[src/rtl/layer2_pool_buffer_pkg.sv]
// Shared LeNet layer-2 constants: sample width, pooled map geometry, and the
// read-side FSM encoding used by the pool buffer.
package layer2_pool_buffer_pkg;

  localparam int L2_DATA_W   = 18;
  localparam int L2_MAP_SIZE = 4;

  typedef enum logic {
    RD_IDLE   = 1'b0,
    RD_STREAM = 1'b1
  } rd_state_t;

  function automatic int frame_len(input int map_size);
    return map_size * map_size;
  endfunction

endpackage

[src/rtl/layer2_pool_buffer_if.sv]
// Stream bundle between the maxpool stage, the pool buffer and the next layer.
// The master side is the environment; the slave side is the buffer itself.
interface layer2_pool_buffer_if
  import layer2_pool_buffer_pkg::*;
#(
  parameter int DATA_W = L2_DATA_W
);

  logic signed [DATA_W-1:0] pool_data;
  logic                     pool_out;
  logic                     pool_finish;
  logic                     rd_ready;
  logic signed [DATA_W-1:0] dataout;
  logic                     data_valid;
  logic                     frame_last;

  modport master (
    output pool_data, pool_out, pool_finish, rd_ready,
    input  dataout, data_valid, frame_last
  );

  modport slave (
    input  pool_data, pool_out, pool_finish, rd_ready,
    output dataout, data_valid, frame_last
  );

endinterface

[src/rtl/layer2_pool_buffer_bank.sv]
// One frame bank: single write port and a registered read port whose output
// register doubles as the buffer's dataout register.
module pool_buf_bank
  import layer2_pool_buffer_pkg::*;
#(
  parameter int DATA_W = L2_DATA_W,
  parameter int DEPTH  = 16,
  localparam int AW    = $clog2(DEPTH)
) (
  input  logic              clk,
  input  logic              reset_n,
  input  logic              we,
  input  logic [AW-1:0]     waddr,
  input  logic [DATA_W-1:0] wdata,
  input  logic              re,
  input  logic [AW-1:0]     raddr,
  output logic [DATA_W-1:0] rdata
);

  logic [DATA_W-1:0] mem [DEPTH];

  // NOTE: the array has no reset so it maps onto RAM; validity is tracked by bank_full.
  always_ff @(posedge clk) begin
    if (we) mem[waddr] <= wdata;
  end

  always_ff @(posedge clk or negedge reset_n) begin
    if (!reset_n)  rdata <= '0;
    else if (re)   rdata <= mem[raddr];
  end

endmodule

[src/rtl/layer2_pool_buffer.sv]
// Ping-pong frame buffer between the layer-2 maxpool stage and the next layer:
// the writer fills one 16-word bank while the reader streams the other in raster order.
module layer2_pool_buffer
  import layer2_pool_buffer_pkg::*;
#(
  parameter int DATA_W   = L2_DATA_W,
  parameter int MAP_SIZE = L2_MAP_SIZE
) (
  input  logic                clk,
  input  logic                reset_n,
  input  logic                enable,
  layer2_pool_buffer_if.slave bus,
  output logic [1:0]          bank_full,
  output logic                overflow,
  output logic                frame_err
);

  localparam int FRAME_LEN = frame_len(MAP_SIZE);
  localparam int PTR_W     = $clog2(FRAME_LEN);
  localparam logic [PTR_W-1:0] LAST_PTR = PTR_W'(FRAME_LEN - 1);

  logic             wr_bank, rd_bank, rd_bank_nxt;
  logic [PTR_W-1:0] wr_ptr, rd_ptr, rd_ptr_nxt, rd_addr;
  rd_state_t        state, state_nxt;
  logic             data_valid, valid_nxt;
  logic             rd_en, rd_sel, rd_clear;
  logic [1:0]       set_mask, clr_mask;
  logic [DATA_W-1:0] bank_rdata [2];

  // Write-side decode; a full target bank takes priority over a framing error.
  logic write_req, wr_blocked, wr_last, wr_abort, wr_store, wr_commit;
  assign write_req  = enable & bus.pool_out;
  assign wr_blocked = bank_full[wr_bank];
  assign wr_last    = (wr_ptr == LAST_PTR);
  assign wr_abort   = write_req & ~wr_blocked & bus.pool_finish & ~wr_last;
  assign wr_store   = write_req & ~wr_blocked & ~wr_abort;
  assign wr_commit  = wr_store & wr_last;

  // NOTE: all state uses non-blocking assignments so every register samples pre-edge values.
  always_ff @(posedge clk or negedge reset_n) begin
    if (!reset_n) begin
      wr_ptr    <= '0;
      wr_bank   <= 1'b0;
      overflow  <= 1'b0;
      frame_err <= 1'b0;
    end else begin
      if (write_req & wr_blocked) overflow <= 1'b1;
      if (wr_abort) begin
        frame_err <= 1'b1;
        wr_ptr    <= '0;
      end else if (wr_store) begin
        wr_ptr <= wr_last ? '0 : wr_ptr + 1'b1;
        if (wr_last) wr_bank <= ~wr_bank;
      end
    end
  end

  // NOTE: every comb output gets a default first so no path leaves a latch.
  always_comb begin
    state_nxt   = state;
    valid_nxt   = data_valid;
    rd_ptr_nxt  = rd_ptr;
    rd_bank_nxt = rd_bank;
    rd_en       = 1'b0;
    rd_sel      = rd_bank;
    rd_addr     = rd_ptr;
    rd_clear    = 1'b0;
    if (enable) begin
      unique case (state)
        RD_IDLE: begin
          if (bank_full[rd_bank]) state_nxt = RD_STREAM;
        end
        RD_STREAM: begin
          if (!data_valid) begin
            rd_en     = 1'b1;
            valid_nxt = 1'b1;
          end else if (bus.rd_ready) begin
            if (rd_ptr != LAST_PTR) begin
              rd_en      = 1'b1;
              rd_addr    = rd_ptr + 1'b1;
              rd_ptr_nxt = rd_ptr + 1'b1;
            end else begin
              // Frame done: hand the bank back and chain straight into the other one if ready.
              rd_clear    = 1'b1;
              rd_bank_nxt = ~rd_bank;
              rd_ptr_nxt  = '0;
              if (bank_full[~rd_bank]) begin
                rd_en   = 1'b1;
                rd_sel  = ~rd_bank;
                rd_addr = '0;
              end else begin
                valid_nxt = 1'b0;
                state_nxt = RD_IDLE;
              end
            end
          end
        end
        default: state_nxt = RD_IDLE;
      endcase
    end
  end

  assign set_mask = wr_commit ? (2'b01 << wr_bank) : 2'b00;
  assign clr_mask = rd_clear  ? (2'b01 << rd_bank) : 2'b00;

  always_ff @(posedge clk or negedge reset_n) begin
    if (!reset_n) begin
      state      <= RD_IDLE;
      data_valid <= 1'b0;
      rd_ptr     <= '0;
      rd_bank    <= 1'b0;
      bank_full  <= 2'b00;
    end else begin
      state      <= state_nxt;
      data_valid <= valid_nxt;
      rd_ptr     <= rd_ptr_nxt;
      rd_bank    <= rd_bank_nxt;
      bank_full  <= (bank_full | set_mask) & ~clr_mask;
    end
  end

  for (genvar b = 0; b < 2; b++) begin : g_bank
    pool_buf_bank #(
      .DATA_W (DATA_W),
      .DEPTH  (FRAME_LEN)
    ) u_bank (
      .clk     (clk),
      .reset_n (reset_n),
      .we      (wr_store & (wr_bank == 1'(b))),
      .waddr   (wr_ptr),
      .wdata   (bus.pool_data),
      .re      (rd_en & (rd_sel == 1'(b))),
      .raddr   (rd_addr),
      .rdata   (bank_rdata[b])
    );
  end

  assign bus.dataout    = bank_rdata[rd_bank];
  assign bus.data_valid = data_valid;
  assign bus.frame_last = data_valid & (rd_ptr == LAST_PTR);

endmodule

[src/flat_wrapper.sv]
// flat-port wrapper written by rule: the top's interface ports become plain ports
module layer2_pool_buffer_flat import layer2_pool_buffer_pkg::*;
#(
  parameter int DATA_W   = L2_DATA_W,
  parameter int MAP_SIZE = L2_MAP_SIZE
)
  (clk, reset_n, enable, bank_full, overflow, frame_err, bus_pool_data, bus_pool_out, bus_pool_finish, bus_rd_ready, bus_dataout, bus_data_valid, bus_frame_last);
  layer2_pool_buffer_if #(.DATA_W(DATA_W)) bus_i ();
  input  logic clk;
  input  logic reset_n;
  input  logic enable;
  output logic [1:0] bank_full;
  output logic overflow;
  output logic frame_err;
  input wire logic [$bits(bus_i.pool_data)-1:0] bus_pool_data;
  input wire logic [$bits(bus_i.pool_out)-1:0] bus_pool_out;
  input wire logic [$bits(bus_i.pool_finish)-1:0] bus_pool_finish;
  input wire logic [$bits(bus_i.rd_ready)-1:0] bus_rd_ready;
  output wire logic [$bits(bus_i.dataout)-1:0] bus_dataout;
  output wire logic [$bits(bus_i.data_valid)-1:0] bus_data_valid;
  output wire logic [$bits(bus_i.frame_last)-1:0] bus_frame_last;
  assign bus_i.pool_data = bus_pool_data;
  assign bus_i.pool_out = bus_pool_out;
  assign bus_i.pool_finish = bus_pool_finish;
  assign bus_i.rd_ready = bus_rd_ready;
  assign bus_dataout = bus_i.dataout;
  assign bus_data_valid = bus_i.data_valid;
  assign bus_frame_last = bus_i.frame_last;
  layer2_pool_buffer #(.DATA_W(DATA_W), .MAP_SIZE(MAP_SIZE)) u_core (.clk(clk), .reset_n(reset_n), .enable(enable), .bus(bus_i), .bank_full(bank_full), .overflow(overflow), .frame_err(frame_err));
endmodule
[config.mk]
export PLATFORM = sky130hd
export DESIGN_NAME = layer2_pool_buffer_flat
export DESIGN_NICKNAME = d
export VERILOG_FILES = /design/src/rtl/layer2_pool_buffer_pkg.sv /design/src/rtl/layer2_pool_buffer_if.sv /design/src/rtl/layer2_pool_buffer_bank.sv /design/src/rtl/layer2_pool_buffer.sv /design/src/flat_wrapper.sv
export SDC_FILE = /design/constraint.sdc
export NUM_CORES = 1
export LEC_CHECK = 0
export CAP_MARGIN = 20
export CORE_MARGIN = 3
export CORE_UTILIZATION = 66
export CTS_CLUSTER_SIZE = 8
export DETAILED_ROUTE_END_ITERATION = 6
export GPL_ROUTABILITY_DRIVEN = 0
export PLACE_DENSITY_LB_ADDON = 0.3
export SETUP_SLACK_MARGIN = 0.1
export SLEW_MARGIN = 20
export SYNTH_ARGS = -nofsm -noshare
export SYNTH_HDL_FRONTEND = slang
export SYNTH_HIERARCHICAL = 1
export SYNTH_SLANG_ARGS = --single-unit
export TNS_END_PERCENT = 1
[constraint.sdc]
create_clock -name clk -period 5.19 [get_ports clk]
set_clock_uncertainty 0.1 [all_clocks]
set_input_delay 1.038 -clock clk [delete_from_list [all_inputs] [get_ports clk]]
set_output_delay 1.038 -clock clk [all_outputs]
set_load 0.02 [all_outputs]
## Word-level counts from Yosys, hierarchy flattened

Memory sizes are Yosys's and may differ from the RTL's. A register that Yosys moved wholly into a read port is not among the register bits.
Cells that the tools add are included.

| storage, ports and cells | value |
|---|---|
| register bits after elaboration | 16 |
| bits in latches | 0 |
| memory bits (writable) | 576 |
| ROM bits | 0 |
| input bits | 24 |
| output and inout port bits | 24 |
| word-level logic and storage cells | 99 |
| memories | 2 |

| cells by class | value |
|---|---|
| $add $sub $neg | 2 |
| multipliers | 0 |
| div/mod/pow operators | 0 |
| magnitude comparators | 4 |
| eq/ne operators | 3 |
| shift operators | 2 |
| mux-type cells | 46 |
| bitwise gates (word level) | 24 |
| reductions and logical operators | 7 |

Memory list:

| memory | depth | bits a word | read ports | clocked after Yosys merged registers in | write ports | line | source |
|---|---|---|---|---|---|---|---|
| u_core.g_bank[0].u_bank.mem | 16 | 18 | 1 | 1 | 1 | layer2_pool_buffer_bank.sv:20 | `logic [DATA_W-1:0] mem [DEPTH];` |
| u_core.g_bank[1].u_bank.mem | 16 | 18 | 1 | 1 | 1 | layer2_pool_buffer_bank.sv:20 |  |

Operator list:

| operator | number |
|---|---|
| 18-bit 2-to-1 mux | 3 |
| 4-bit 2-to-1 mux | 10 |
| 1-bit 2-to-1 mux | 30 |
| 1-bit AND | 12 |
| 4-bit by 1-bit adder with 4-bit output (second input constant) | 2 |
| 4-bit equality test (second input constant) | 2 |
| 1-bit NOT | 8 |
| 1-bit by 2-bit < comparator with 1-bit output (second input constant) | 3 |
| 5-bit AND reduction | 1 |
| 2-bit 2-to-1 mux | 2 |
| 4-bit != test (second input constant) | 1 |
| 4-bit AND reduction | 1 |
| 1-bit by 1-bit left shift with 2-bit output (first input constant) | 2 |
| 3-bit AND reduction | 1 |
| 2-bit AND | 1 |
| 2-bit >= comparator (second input constant) | 1 |
| 1-bit zero test | 2 |
| 1-bit NOT with 2-bit output | 1 |
| 2-bit NOT | 1 |
| 2-bit OR | 1 |
| 1-bit one-hot mux with 2 select lines | 1 |
| 2-bit AND reduction | 1 |
| 2-bit nonzero test | 1 |

## Depth between registers and ports, before layout

| depth | value |
|---|---|
| depth after elaboration | 12 |
| gate-level depth with buffers | 11 |
| mapped depth without buffers | 8 |

## Cells and area by module

The synthesis kept the hierarchy.

Modules (own cells, without submodules):

| module | times used | cells an instance | area each (µm²) |
|---|---|---|---|
| pool_buf_bank | 2 | 504 | 11,666.2 |
| layer2_pool_buffer | 1 | 112 | 1,142.3 |

## Least setup slack after synthesis

OpenSTA, ideal clock, no wires.

| path | value |
|---|---|
| path type | in2reg |
| start | input enable |
| end | memory u_core/g_bank[0].u_bank/mem[0][0] (netlist bit), enable pin |
| arrival time | 3,307 ps |
| slack | 1,367 ps |
| stages on the path | 6 |
| path buffers | 1 |
| cell sequence | buf_4 -> nand3_4 -> a21oi_1 -> and2b_1 -> or3b_1 -> nor3_1 |

| on the way | value |
|---|---|
| longest elaborated chain between the ends | 9 |

Ends and longest elaborated chain:

| what | line | source |
|---|---|---|
| start, declared | flat_wrapper.sv:11 | `input logic enable;` |
| 1-bit AND * | layer2_pool_buffer.sv:32 | `assign write_req = enable & bus.pool_out;` |
| 1-bit AND * | layer2_pool_buffer.sv:35, layer2_pool_buffer.sv:36 |  |
| 1-bit AND (2 in series) | layer2_pool_buffer.sv:35 | `assign wr_abort = write_req & ~wr_blocked & bus.pool_finish & ~wr_last;` |
| 1-bit NOT | layer2_pool_buffer.sv:36 | `assign wr_store = write_req & ~wr_blocked & ~wr_abort;` |
| 1-bit AND * | layer2_pool_buffer.sv:36 |  |
| 1-bit AND * | layer2_pool_buffer.sv:129 | `.we (wr_store & (wr_bank == 1'(b))),` |
| 1-bit 2-to-1 mux * | layer2_pool_buffer_bank.sv:24 | `if (we) mem[waddr] <= wdata;` |
| 1-bit 2-to-1 mux (not written as such) * | layer2_pool_buffer_bank.sv:24 |  |
| end, declared | layer2_pool_buffer_bank.sv:20 |  |

Every way passes the cells marked *; elsewhere a longest branch is shown, timed or not.

## Final worst setup path

| path | value |
|---|---|
| start | input enable |
| end | register u_core.g_bank[0].u_bank.rdata[5], read port of u_core.g_bank[0].u_bank.mem |

| on the way | value |
|---|---|
| elaborated cells between the ends (all ways) | 5 |
| those cells by class | mux (3); bitwise (2) |

RTL lines:

| what | line | source |
|---|---|---|
| 4-bit 2-to-1 mux | layer2_pool_buffer.sv:68 | `if (enable) begin` |
| named net u_core.rd_addr[2] | layer2_pool_buffer.sv:23 | `logic [PTR_W-1:0] wr_ptr, rd_ptr, rd_ptr_nxt, rd_addr;` |
| end, declared | layer2_pool_buffer_bank.sv:17 | `output logic [DATA_W-1:0] rdata` |

The timed path passes the listed nets, and every way through them passes these cells.
A chain may end at the register's enable or synchronous reset.

==> qor.yml <==
timing:
  slew_headroom: 0.2099
  timing.fmax_mhz: 255.0
  min_period_over_period: 0.7556
  layout_min_cycle_time_ns: 3.921
  finalSetupViolCount: 0
  tightest_slew_ns: 1.185
  report.final.slew_viol_count: 0
  final_hold_viol_count: 0
  fin_setup_tns_ns: 0
  rsz0062_at_grt: "false"
pwr:
  peakVddDrop_v: 0.0003222
  p_per_area_nw_per_um2: 450.0
  power_mw: 12.65
  leakagePower_nw: 8.996
global_routing:
  grt_pass1_vias: 12970
  gr-usage-met1: 0.4327
  grt_pass1_wl_mm: 86.71
  grt_start_max_net_pins: 53
  busiest_layer: "met2"
  antenna_found_initial: 3
  track_usage: 0.3071
  global_route.usage.met3: 0.06047
  grt_overflow: 0
  use_met2: 0.4943
worst_setup_path:
  cp_max_fo: 21
  startpoint_type: "primary input"
  slowest_delay_ns: 0.69
  end_kind: "register"
  worstPathRequired_ns: 5.50
  crit_buf_inv: 3
  worst_ep_arrival_time_ns: 4.23
  ff2ff_setup_slack_ns: 1.38
  crit_family: "buffers and inverters"
  path_cells: "clkdlybuf4s50_1 -> and4_4 -> nand2_1 -> xnor2_1 -> or2_4 -> buf_12 -> buf_12 -> mux4_2 -> mux2i_1 -> a221oi_1"
  slowest_stage: "clkdlybuf4s50_1"
  cp_common_cell: "buf_12"
  crit_type: "primary input to register"
synth:
  syn_inst: 1120
  synth.avg_cell_area_um2: 21.85
  synth_compound_area_frac: 0.03118
  yosys.cell_types.count: 57
  ys.flop_type: "edfxtp_1"
  synth_top_family_by_area: "multiplexers"
  synthSimpleGateAreaFrac: 0.02669
  synth_fa_ha_area_frac: 0.001022
  yosys_warnings: 6
  synth-seq-cells: 628
  synth_nets: 1146
  yosysSeqAreaShare: 0.7599
  synth_edf_count: 576
  synthArstFlopShare: 0.08280
  synth_xor_xnor_area_share: 0.0007157
  muxShareOfSynthArea: 0.1581
  syn_area_um2: 24470
floorplan:
  core_area_um2: 36090
  die_height_um: 198.6
  die-width_um: 198.6
  initial_core_util: 0.6782
  die-area_um2: 39430
  fp-row-count: 69
  io_pins: 48
drt:
  routed_via_density: 7.094
  route.detailed.drc: 0
  detailroute.via_count: 12680
  dr.first_iter.drc_count: 1735
  ant_nets: 0
  drt-pass1-iter-count: 5
  post_drt_wl_per_cell_um: 32.50
  wirelength_mm: 58.11
cts:
  clkSinkCount: 628
  cts_max_path_buffers: 3
  h-tree-depth: 3
  clock_latency_ns: 0.60
  clkTransAtPathRegs_ns: 0.05
  cts_buffers: 88
  cts_setup_buffers: 0
  ctsHoldBuffers: 0
  cts.repair.resized: 0
  ctsRootBufferMaster: "clkbuf_16"
  cts_tree: "built"
outcome:
  status: "completed"
place:
  dp.cells: 1624
  io_buffers: 47
  dpl.hpwl_mm: 32.17
  detailed_place.area_um2: 25610
cells_and_area:
  layout_commonest_cell: "edfxtp_1"
  final_core_util: 0.7792
  finalNonFillerCells: 1788
  diodes: 0
  layout_common_cells: "576 x edfxtp_1, 134 x mux4_2, 89 x clkbuf_16"
  area_growth_pct: 14.89
  fin_area_um2: 28120
  fin_nets: 1279
  drive_gt1_frac: 0.2849
hold_path:
  holdCritPathClass: "register to register"
run:
  maxCapViolations: 0
[worst paths after layout]
kind	start	endpoint	depth (start not counted)
max	enable	u_core/g_bank[0].u_bank/rdata[5]	10
min	u_core/g_bank[0].u_bank/rdata[14]	u_core/g_bank[0].u_bank/rdata[14]	2
max reg2reg	u_core/rd_ptr[0]	u_core/g_bank[0].u_bank/rdata[16]	9
min reg2reg	u_core/g_bank[0].u_bank/rdata[14]	u_core/g_bank[0].u_bank/rdata[14]	2
max in group asynchronous	reset_n	u_core/rd_bank	2
min in group asynchronous	reset_n	u_core/wr_ptr[2]	2
[metrics by stage]
step | hold slack [ns] | setup slack (ns)
after detailed placement | 0.4452 | 0.7591
after global routing | 0.4701 | 1.051
after floorplan | 0.4080 | 1.367
after CTS | 0.4552 | 1.114
after global placement | 0.4487 | 0.9003
final | 0.4579 | 1.269
[kinds of logic (layout without fill, tap and decap cells)]
family                   Yosys count  in the layout
flip-flops                       628            628
multiplexers                     200            200
AND/OR/NAND/NOR                  128            128
AO/OA/AOI/OAI                     99             99
buffers and inverters             61            268
adder cells (fa/ha/maj)            2              2
XOR/XNOR                           2              2
[synth_stat cells, types with 4 or more instances]
master      n  area share
edfxtp_1  576        0.71
mux4_2    134        0.12
nor2_1     62      0.0095
dfrtp_1    52       0.053
o22ai_1    37      0.0095
mux2i_1    36       0.015
a221oi_1   30       0.011
mux2_2     19      0.0087
buf_6      16      0.0074
buf_2      15      0.0031
nand2_1    12      0.0018
clkbuf_1   10      0.0015
mux4_1     10       0.011
nor3_1      9      0.0018
o21ai_0     9      0.0018
nand2b_1    7      0.0018
a221oi_2    6      0.0037
and2_1      6      0.0015
buf_12      6      0.0049
buf_8       6      0.0037
a21oi_1     5      0.0010
nand3_1     5      0.0010
clkbuf_2    4     0.00082
nand3b_1    4      0.0012
[power breakdown]
group | switching, mW | internal (mW) | total (mW)
logic | 0.801 | 0.676 | 1.48
clock network | 2.04 | 3.26 | 5.31
registers | 0.184 | 5.69 | 5.87
[tightest hold or removal path: stages, from the launching register on]
cell	delay [ns]
dfrtp_1	0.38
nor2_1	0.09
a221oi_1	0.05
[layer usage]
metal / part of all wire / wire length, µm / up-vias
met5: 0.00036 / 21 / -
met4: 0.034 / 1963 / 4
met3: 0.098 / 5702 / 151
met2: 0.50 / 29000 / 912
met1: 0.37 / 21430 / 6610
li1: - / - / 5007
[sequential cells by signal, indices dropped and copies added, names as in the netlist]
| signal | flops |
|---|---|
| u_core/g_bank.u_bank/mem | 576 |
| u_core/g_bank.u_bank/rdata | 36 |
| u_core/rd_ptr | 4 |
| u_core/wr_ptr | 4 |
| u_core/bank_full | 2 |
| u_core/bus.data_valid | 1 |
| u_core/frame_err | 1 |
| u_core/overflow | 1 |
| u_core/rd_bank | 1 |
| u_core/state | 1 |
| u_core/wr_bank | 1 |
[final cells by class]
cell class,count,area [µm²]
clock buffers,157,2482
clock inverters,7,108.9
fillers,1826,7968
inverters,1,3.754
multi-input cells,431,5455
flip-flops and latches,628,18600
well taps,461,576.8
repair buffers,103,893.4
(Power assumes the default switching activity.)
